==> src/rtl/saper_pkg.sv <==
// Shared types and constants for the mine placement logic.
// Latency: n/a (package only).
// Backpressure: n/a.
package saper_pkg;

    // Maximum buttons per board side; the mine map is MAX_GRID x MAX_GRID bits.
    localparam int          MAX_GRID = 16;
    localparam logic [4:0]  MAX_N    = 5'(MAX_GRID);

    // Fibonacci feedback taps at stages 16,14,13,11 (bits 15,13,12,10).
    localparam logic [15:0] LFSR_TAPS = 16'hB400;

    typedef enum logic [1:0] {
        IDLE  = 2'd0,
        CLEAR = 2'd1,
        PLACE = 2'd2,
        DONE  = 2'd3
    } gen_state_t;

    typedef logic [MAX_GRID-1:0][MAX_GRID-1:0] mine_map_t;

    // Number of mines actually placed for a requested count on an n x n board.
    // An unusable board size yields zero mines; a full board is never allowed,
    // so a 1x1 board also ends up with zero mines.
    function automatic logic [5:0] clamp_target(input logic [5:0] mines, input logic [4:0] n);
        logic [8:0] w_cells;
        logic [8:0] w_limit;
        w_cells = {4'd0, n} * {4'd0, n};
        w_limit = w_cells - 9'd1;
        if (n == 5'd0 || n > MAX_N) begin
            return 6'd0;
        end else if ({3'd0, mines} >= w_cells) begin
            return w_limit[5:0];
        end else begin
            return mines;
        end
    endfunction

endpackage

==> src/rtl/mine_generator_lfsr16.sv <==
// Free-running 16-bit Fibonacci LFSR; shifts left, feedback enters bit 0.
// Latency: new state every cycle, reset loads SEED (zero seed forced to 1).
// Backpressure: none, never stalls.
// Ports: clk, rst (sync active-high), o_state (current 16-bit state).
module lfsr16
    import saper_pkg::*;
#(
    parameter logic [15:0] SEED = 16'hACE1,
    parameter logic [15:0] TAPS = LFSR_TAPS
) (
    input  logic        clk,
    input  logic        rst,
    output logic [15:0] o_state
);

    // An all-zero state would lock the register up, so it is never loaded.
    localparam logic [15:0] SEED_NZ = (SEED == 16'd0) ? 16'h0001 : SEED;

    logic [15:0] r_state;

    always_ff @(posedge clk) begin
        if (rst) begin
            r_state <= SEED_NZ;
        end else begin
            r_state <= {r_state[14:0], ^(r_state & TAPS)};
        end
    end

    assign o_state = r_state;

endmodule

==> src/rtl/mine_generator.sv <==
// Places the requested number of distinct mines on an n x n board using LFSR candidates.
// Latency: one candidate per cycle after a 1-cycle clear; read port has 1-cycle latency.
// Backpressure: none; a new level_enable strobe in any state restarts placement.
// Ports: clk, rst, level_enable, mines_in[5:0], button_num[4:0] (level config);
//        rd_x/rd_y -> rd_mine (registered lookup); gen_busy, gen_done, mines_placed (status).
module mine_generator
    import saper_pkg::*;
#(
    parameter logic [15:0] LFSR_SEED = 16'hACE1
) (
    input  logic       clk,
    input  logic       rst,
    input  logic       level_enable,
    input  logic [5:0] mines_in,
    input  logic [4:0] button_num,
    input  logic [4:0] rd_x,
    input  logic [4:0] rd_y,
    output logic       rd_mine,
    output logic       gen_busy,
    output logic       gen_done,
    output logic [5:0] mines_placed
);

    gen_state_t  r_state;
    gen_state_t  w_state_next;

    logic [15:0] w_lfsr;
    logic [7:0]  w_lfsr_unused;
    logic [3:0]  w_cand_x;
    logic [3:0]  w_cand_y;
    logic        w_cand_ok;
    logic        w_full;
    logic        w_clear;
    logic        w_accept;
    logic        w_rd_hit;

    logic [4:0]  r_n;
    logic [5:0]  r_target;
    mine_map_t   r_map;
    logic [5:0]  r_placed;
    logic        r_busy;
    logic        r_done;
    logic        r_rd_mine;

    lfsr16 #(
        .SEED (LFSR_SEED),
        .TAPS (LFSR_TAPS)
    ) u_lfsr (
        .clk     (clk),
        .rst     (rst),
        .o_state (w_lfsr)
    );

    // Only the low byte feeds candidate coordinates.
    assign w_lfsr_unused = w_lfsr[15:8];
    assign w_cand_x      = w_lfsr[3:0];
    assign w_cand_y      = w_lfsr[7:4];

    assign w_cand_ok = ({1'b0, w_cand_x} < r_n) &&
                       ({1'b0, w_cand_y} < r_n) &&
                       !r_map[w_cand_y][w_cand_x];
    assign w_full    = (r_placed == r_target);

    // r_n is stored as 0 for unusable sizes, so the bound check also keeps the
    // 4-bit index inside the map.
    assign w_rd_hit  = (rd_x < r_n && rd_y < r_n) ? r_map[rd_y[3:0]][rd_x[3:0]] : 1'b0;

    always_comb begin
        w_state_next = r_state;
        w_clear      = 1'b0;
        w_accept     = 1'b0;
        if (level_enable) begin
            // A strobe in any state (re)starts from CLEAR; it also beats a
            // final accept in the same cycle.
            w_state_next = CLEAR;
        end else begin
            case (r_state)
                IDLE:  w_state_next = IDLE;
                CLEAR: begin
                    w_state_next = PLACE;
                    w_clear      = 1'b1;
                end
                PLACE: begin
                    if (w_full) begin
                        w_state_next = DONE;
                    end else begin
                        w_accept = w_cand_ok;
                    end
                end
                DONE:  w_state_next = DONE;
                default: w_state_next = IDLE;
            endcase
        end
    end

    always_ff @(posedge clk) begin
        if (rst) begin
            r_state   <= IDLE;
            r_n       <= 5'd0;
            r_target  <= 6'd0;
            r_map     <= '0;
            r_placed  <= 6'd0;
            r_busy    <= 1'b0;
            r_done    <= 1'b0;
            r_rd_mine <= 1'b0;
        end else begin
            r_state   <= w_state_next;
            // Status flags follow the state being entered so they line up with it.
            r_busy    <= (w_state_next == CLEAR) || (w_state_next == PLACE);
            r_done    <= (w_state_next == DONE);
            r_rd_mine <= w_rd_hit;

            if (level_enable) begin
                r_n      <= (button_num == 5'd0 || button_num > MAX_N) ? 5'd0 : button_num;
                r_target <= clamp_target(mines_in, button_num);
            end

            if (w_clear) begin
                r_map    <= '0;
                r_placed <= 6'd0;
            end else if (w_accept) begin
                r_map[w_cand_y][w_cand_x] <= 1'b1;
                r_placed                  <= r_placed + 6'd1;
            end
        end
    end

    assign rd_mine      = r_rd_mine;
    assign gen_busy     = r_busy;
    assign gen_done     = r_done;
    assign mines_placed = r_placed;

endmodule

==> config.mk <==
export PLATFORM = sky130hd
export DESIGN_NAME = mine_generator
export DESIGN_NICKNAME = d
export VERILOG_FILES = /design/src/rtl/saper_pkg.sv /design/src/rtl/mine_generator_lfsr16.sv /design/src/rtl/mine_generator.sv
export SDC_FILE = /design/constraint.sdc
export NUM_CORES = 1
export LEC_CHECK = 0
export CAP_MARGIN = 10
export CORE_ASPECT_RATIO = 1.1
export CORE_MARGIN = 2
export CORE_UTILIZATION = 36
export CTS_CLUSTER_SIZE = 14
export DETAILED_ROUTE_END_ITERATION = 8
export DONT_BUFFER_PORTS = 1
export PLACE_DENSITY = 0.48
export SLEW_MARGIN = 20
export SYNTH_ARGS = -nofsm -noshare
export SYNTH_HDL_FRONTEND = slang
export SYNTH_SLANG_ARGS = --single-unit
==> constraint.sdc <==
create_clock -name clk -period 4.5 [get_ports clk]
set_input_delay 0.45 -clock clk [delete_from_list [all_inputs] [get_ports clk]]
set_output_delay 0.45 -clock clk [all_outputs]
set_load 0.02 [all_outputs]
Word level (Yosys, flattened, before mapping) --
Index checks and enable logic that the tools add are counted.
Cells by class: add/sub/neg operators 2, multiply operators 1, $lt $le $gt $ge 12, equal/unequal tests 7, multiplexer cells 23, bitwise gates (word level) 2, reductions and logical operators 13
Operators with widths (count):
- 256-bit OR | 1
- 16-bit binary-select mux with 4-bit select | 2
- 16-bit demux with 4-bit select | 1
- 16-bit two-way mux | 3
- 4-bit by 5-bit < comparator with 1-bit output (second input constant) | 4
- 16-bit XOR reduction | 1
- 6-bit two-way mux | 2
- 4-bit by 5-bit < comparator with 1-bit output | 2
- 5-bit < comparator | 2
- 6-bit by 9-bit greater-or-equal comparator with 1-bit output | 1
- 5-bit by 5-bit multiplier with 9-bit output | 1
- 1-bit binary-select mux with 4-bit select | 2
- 2-bit equality test (second input constant) | 4
- 4-bit by 1-bit greater-or-equal comparator with 1-bit output (second input constant) | 2
- 1-bit two-way mux | 8
- 2-bit one-hot mux with 4 select lines | 1
- 6-bit by 1-bit adder with 6-bit output (second input constant) | 1
- 6-bit equality test | 1
- 6-bit by 1-bit subtractor with 6-bit output (second input constant) | 1
- 5-bit > comparator (second input constant) | 1
- 1-bit logical AND | 5
- 5-bit zero test | 1
- 5-bit two-way mux | 1
- 1-bit demux with 4-bit select | 1
- other kinds (7) | 11
Storage, ports and cells: flip-flop bits (word level) 294, output and inout bits 9, word-level logic and storage cells 84

Depth between registers and ports, before layout --
word-level depth 9, gate-level depth with buffers 16

Modules after synthesis --
Synthesis repeated with hierarchy kept, for this count alone.
Second synthesis, totals: cells, all modules 1311, area, all modules 14978.1 um2
By module, submodules not included:
- mine_generator | instances 1, cells each 1275, area an instance 14523.9 um2, sequential area each 5565.3 um2
- lfsr16 | instances 1, cells each 36, area an instance 454.2 um2, sequential area each 320.3 um2

Worst setup path after synthesis --
Ideal clock, no wire load.
path kind in2reg, start point in button_num[1], end point reg r_target[0], library setup time 0.117 ns, arrival time 4.029 ns, setup slack 0.354 ns, stages on the path 15, path through clkbuf_1 nand2_1 fa_1 fa_1 inv_1 ha_1 a31o_2 ha_1 inv_1 xnor2_1 ha_1 a21oi_1 nor3_1 mux2i_1 a22o_1
Between the ends: cells in the longest elaborated chain, start to end 4, elaborated cells on any way between the ends 7, classes of those cells 1 x mul; 2 x order compare; 2 x mux; 2 x reduce/logical
RTL lines:
- from (decl) | line mine_generator.sv:15 | input logic [4:0] button_num,
- 5-bit by 5-bit multiplier with 9-bit output | line saper_pkg.sv:28 | w_cells = {4'd0, n} * {4'd0, n};
- 6-bit by 9-bit greater-or-equal comparator with 1-bit output | line saper_pkg.sv:32 | end else if ({3'd0, mines} >= w_cells) begin
- 6-bit two-way mux | line saper_pkg.sv:32
- 6-bit two-way mux (*) | line saper_pkg.sv:30 | if (n == 5'd0 || n > MAX_N) begin
- to (signal assigned) | line mine_generator.sv:115 | r_target <= clamp_target(mines_in, button_num);
- to (decl) | line mine_generator.sv:38 | logic [5:0] r_target;
Every way passes the cells marked *; elsewhere a longest branch is shown, timed or not. A chain may end at the register's enable or synchronous reset.

Final worst setup path --
start point reg u_lfsr.r_state[4] (netlist: u_lfsr.o_state[4]), end point reg r_map[74] in the netlist's numbering
Between the ends: cells in the longest elaborated chain, start to end 9, elaborated cells on any way between the ends 17, classes of those cells 3 x order compare; 9 x mux; 1 x bitwise; 4 x reduce/logical
RTL lines:
- from (decl) | line mine_generator_lfsr16.sv:19 | logic [15:0] r_state;
- from (signal assigned) | line mine_generator_lfsr16.sv:25 | r_state <= {r_state[14:0], ^(r_state & TAPS)};
- 16-bit binary-select mux with 4-bit select | line mine_generator.sv:61 | !r_map[w_cand_y][w_cand_x];
- 16-bit two-way mux (not written as such) | line mine_generator.sv:61
- 1-bit binary-select mux with 4-bit select | line mine_generator.sv:61
- 1-bit two-way mux (not written as such) | line mine_generator.sv:61
- 1-bit zero test | line mine_generator.sv:61
- 1-bit logical AND | line mine_generator.sv:60 | ({1'b0, w_cand_y} < r_n) &&
- 1-bit two-way mux | line mine_generator.sv:84 | if (w_full) begin
- 1-bit two-way mux | line mine_generator.sv:77 | case (r_state)
- 1-bit two-way mux | line mine_generator.sv:72 | if (level_enable) begin
- to (signal assigned) | line mine_generator.sv:101 | r_map <= '0;
- to (signal assigned) | line mine_generator.sv:119 | r_map <= '0;
- to (signal, indexed assignment) | line mine_generator.sv:122 | r_map[w_cand_y][w_cand_x] <= 1'b1;
- to (decl) | line mine_generator.sv:39 | mine_map_t r_map;
Parallel ways exist; a longest one is shown, timed or not. The select of a mux whose other input is x is not followed.

==> flow_metrics.tcl <==
set metrics [dict create \
    ys_warn_count 0 \
    rows 77 \
    maxSlewViolCount 0 \
    post-route-util_pct 40.0 \
    hold_depth 1 \
    coreArea_um2 40100 \
    p_per_area_nw_per_um2 370 \
    arrival_ps 4290 \
    worst-path-max-fanout 49 \
    slew_headroom_pct 13.6 \
    synthDistinctLibCells 51 \
    cp-start-kind "flip-flop" \
    netlist_area_um2 14600 \
    timing.rr.start "u_lfsr.o_state[4]" \
    h-tree-depth 2 \
    min_from "rst" \
    vias_per_cell 5.72 \
    p_total_mw 5.94 \
    final.fill_count 3914 \
    cts_made_buffers 34 \
    whs_endpoint "gen_busy" \
    post_cts_resized 0 \
    grt_first_pass_wirelength_um 68200 \
    clk_latency_ps 530 \
    routedWlPerCell_um 22.9 \
    syn_inst 1468 \
    nets 1457 \
    max_freq_mhz 254 \
    hold_viol 0 \
    p_int_mw 4.51 \
    regArea_um2 5890 \
    ant_nets 0 \
    fin_crit_sh_pct 87.6 \
    tightest_slew_ps 1300 \
    synth_ff_type "dfxtp_1" \
    switching_share_pct 24.1 \
    crit_required_ps 4850 \
    grt_pass1_vias 11032 \
    start_util_pct 36.4 \
    status "completed" \
    max_cap_viol_count 0 \
    cts-root-buf "clkbuf_16" \
    rsz0062_at_grt "no" \
    synth_nets 1526 \
    avgSynthCellArea_um2 9.94 \
    comb_power_share_pct 7.1 \
    r2r-end "r_map[74]" \
    setup_tns_ps 0 \
    drt-pass1-iter-count 5 \
    fin_ws_ps 557 \
    reg2reg_depth 9 \
    end_kind "flip-flop" \
    die_w_um 196 \
    cts.sinks 294 \
    syn_to_final_growth_pct 9.91 \
    drt_iter0_drc 856 \
    cts_buffer_depth 3 \
    wl_um 44300 \
    cts_setup_buffers 0 \
    ys_ff_latch 294 \
    setup_viol 0 \
    grt_start_max_net_pins 225 \
    die_area_um2 42200 \
    grt.total_usage_pct 21.2 \
    finalInstanceArea_um2 16000 \
    pre_cts_slack_ps 424 \
    vias 11076 \
    skew_ps 33.5 \
    leakage_nw 5.41 \
    placement.io_buffers 0 \
    synthArstFlopShare_pct 0 \
    pwr-share-clk_pct 48.0 \
    switchingPower_mw 1.43 \
    layout-drive-gt1-share_pct 16.4 \
    grt_overflow 0 \
    period_minus_slack_ps 3940 \
    drc 0 \
    hpwl_um 27300 \
    place_area_um2 14900 \
    num_antenna_cells 0 \
    clk_pin_slew_ps 60 \
    die_h_um 215 \
    multi_input_area_um2 8060 \
    synth_edf_count 0 \
    grt_antenna_before_repair 0 \
    worstHoldPathType "in2reg" \
    ir_drop_mv 0.192 \
    cts_tree "built" \
    ff2ff_setup_slack_ps 560 \
    seqPwrFrac_pct 44.9 \
    path_class "reg2reg" \
    pin_count 33 \
    gp_congestion 0.835 \
    yosysSeqAreaShare_pct 40.3 \
]
-- metrics by stage --
step                      cells  hold slack [ps]
after floorplan            1468              389
after global placement     1874              394
after detailed placement   1874              395
after CTS                  1937            0.162
after global routing       1937            0.725
final                      1937             21.1
-- logic make-up after synthesis --
kind of cell	count (synthesis)	share of synthesized area (%)
flops	294	40.3
fa+ha+maj	34	3.07
simple gates	447	13.9
buf+inv	151	4.53
xor+xnor	19	1.14
mux	164	22.8
compound gates	359	14.2
-- placed cells by master, fill, tap and decap left out, drive strengths merged, types with 8 or more instances in the layout --
cell type	count
nand2b	13
mux2i	29
dfxtp	294
a22oi	26
nor2b	30
nand2	270
a21oi	22
clkbuf	46
o21ai	240
inv	19
buf	26
mux4	135
or3	16
o22ai	15
nor2	36
nand3	21
clkinv	8
nor4	10
ha	31
nor3	13
and2	9
xor2	12
a22o	33
-- cell type report --
class	count	area share [%]
repair buffers	28	1.50
clock inverters	15	1.13
well taps	513	4.00
clock buffers	46	5.97
flip-flops and latches	294	36.7
inverters	18	0.421
multi-input cells	1023	50.3
-- cell usage after synthesis, types with 6 or more instances --
| cell | number | area, µm² |
|---|---|---|
| a21o_1 | 6 | 45.0 |
| buf_6 | 8 | 90.1 |
| nand2_1 | 270 | 1010 |
| a21oi_1 | 22 | 110 |
| nor3_1 | 11 | 55.1 |
| a22oi_1 | 26 | 195 |
| o21ai_1 | 71 | 355 |
| nor2b_1 | 30 | 188 |
| or3_1 | 15 | 93.8 |
| o21ai_0 | 169 | 846 |
| a22o_1 | 33 | 289 |
| xor2_1 | 12 | 105 |
| nand2b_1 | 13 | 81.3 |
| clkbuf_1 | 90 | 338 |
| mux2i_1 | 29 | 290 |
| ha_1 | 31 | 388 |
| inv_1 | 18 | 67.6 |
| or2_2 | 7 | 43.8 |
| mux4_2 | 135 | 3040 |
| buf_1 | 12 | 45.0 |
| nor4_1 | 10 | 62.6 |
| buf_2 | 21 | 105 |
| dfxtp_1 | 294 | 5890 |
| nand3_1 | 21 | 105 |
| xnor2_1 | 7 | 61.3 |
| o22ai_1 | 15 | 93.8 |
| nor2_1 | 36 | 135 |
| and2_1 | 9 | 56.3 |
-- state kept, by name (all words and copies together), names as in the netlist --
signal / cells
gen_busy: 1
gen_done: 1
mines_placed: 6
r_map: 256
r_n: 5
r_state: 2
r_target: 6
rd_mine: 1
u_lfsr.o_state: 16
-- critical path, stage by stage, from the launching register on --
cell and delay (ps):
dfxtp_4 570, buf_12 390, mux4_2 370, o22ai_1 80
nor4_1 540, o21ai_0 220, nor4_1 320, a211o_1 420
or3_1 590, o21ai_0 190
-- worst max-delay path by stage --
stage | startpoint | to | slack [ps]
after CTS | u_lfsr.o_state[4] | r_map[51] | 550
after global routing | u_lfsr.o_state[4] | r_map[226] | 270
after floorplan | button_num[1] | r_target[0] | 350
after global placement | button_num[3] | r_target[0] | 440
after detailed placement | button_num[3] | r_target[2] | 420
final | u_lfsr.o_state[4] | r_map[74] | 560
-- layer usage --
layer / global-route usage, % / routed length, µm / up-vias
met5: 0 / 0 / -
li1: - / - / 5202
met4: 6.52 / 1130 / 0
met2: 34.1 / 20400 / 303
met1: 29.6 / 20300 / 5507
met3: 3.25 / 2460 / 64
-- power groups by stage --
| stage | logic (mW) | registers [mW] | clock network, mW |
|---|---|---|---|
| after CTS | 0.425 | 2.67 | 2.91 |
| after floorplan | 0.358 | 2.69 | 0 |
| after global routing | 0.466 | 2.67 | 3.02 |
| after global placement | 0.420 | 2.73 | 0 |
| final | 0.424 | 2.67 | 2.85 |
| after detailed placement | 0.419 | 2.72 | 0 |
-- repair_timing --
item	4_1_cts	5_1_grt
hold endpoints to repair	15	0
endpoints found under the setup margin	0	0
hold buffers	2	0
Power figures use the tool's default switching activity.
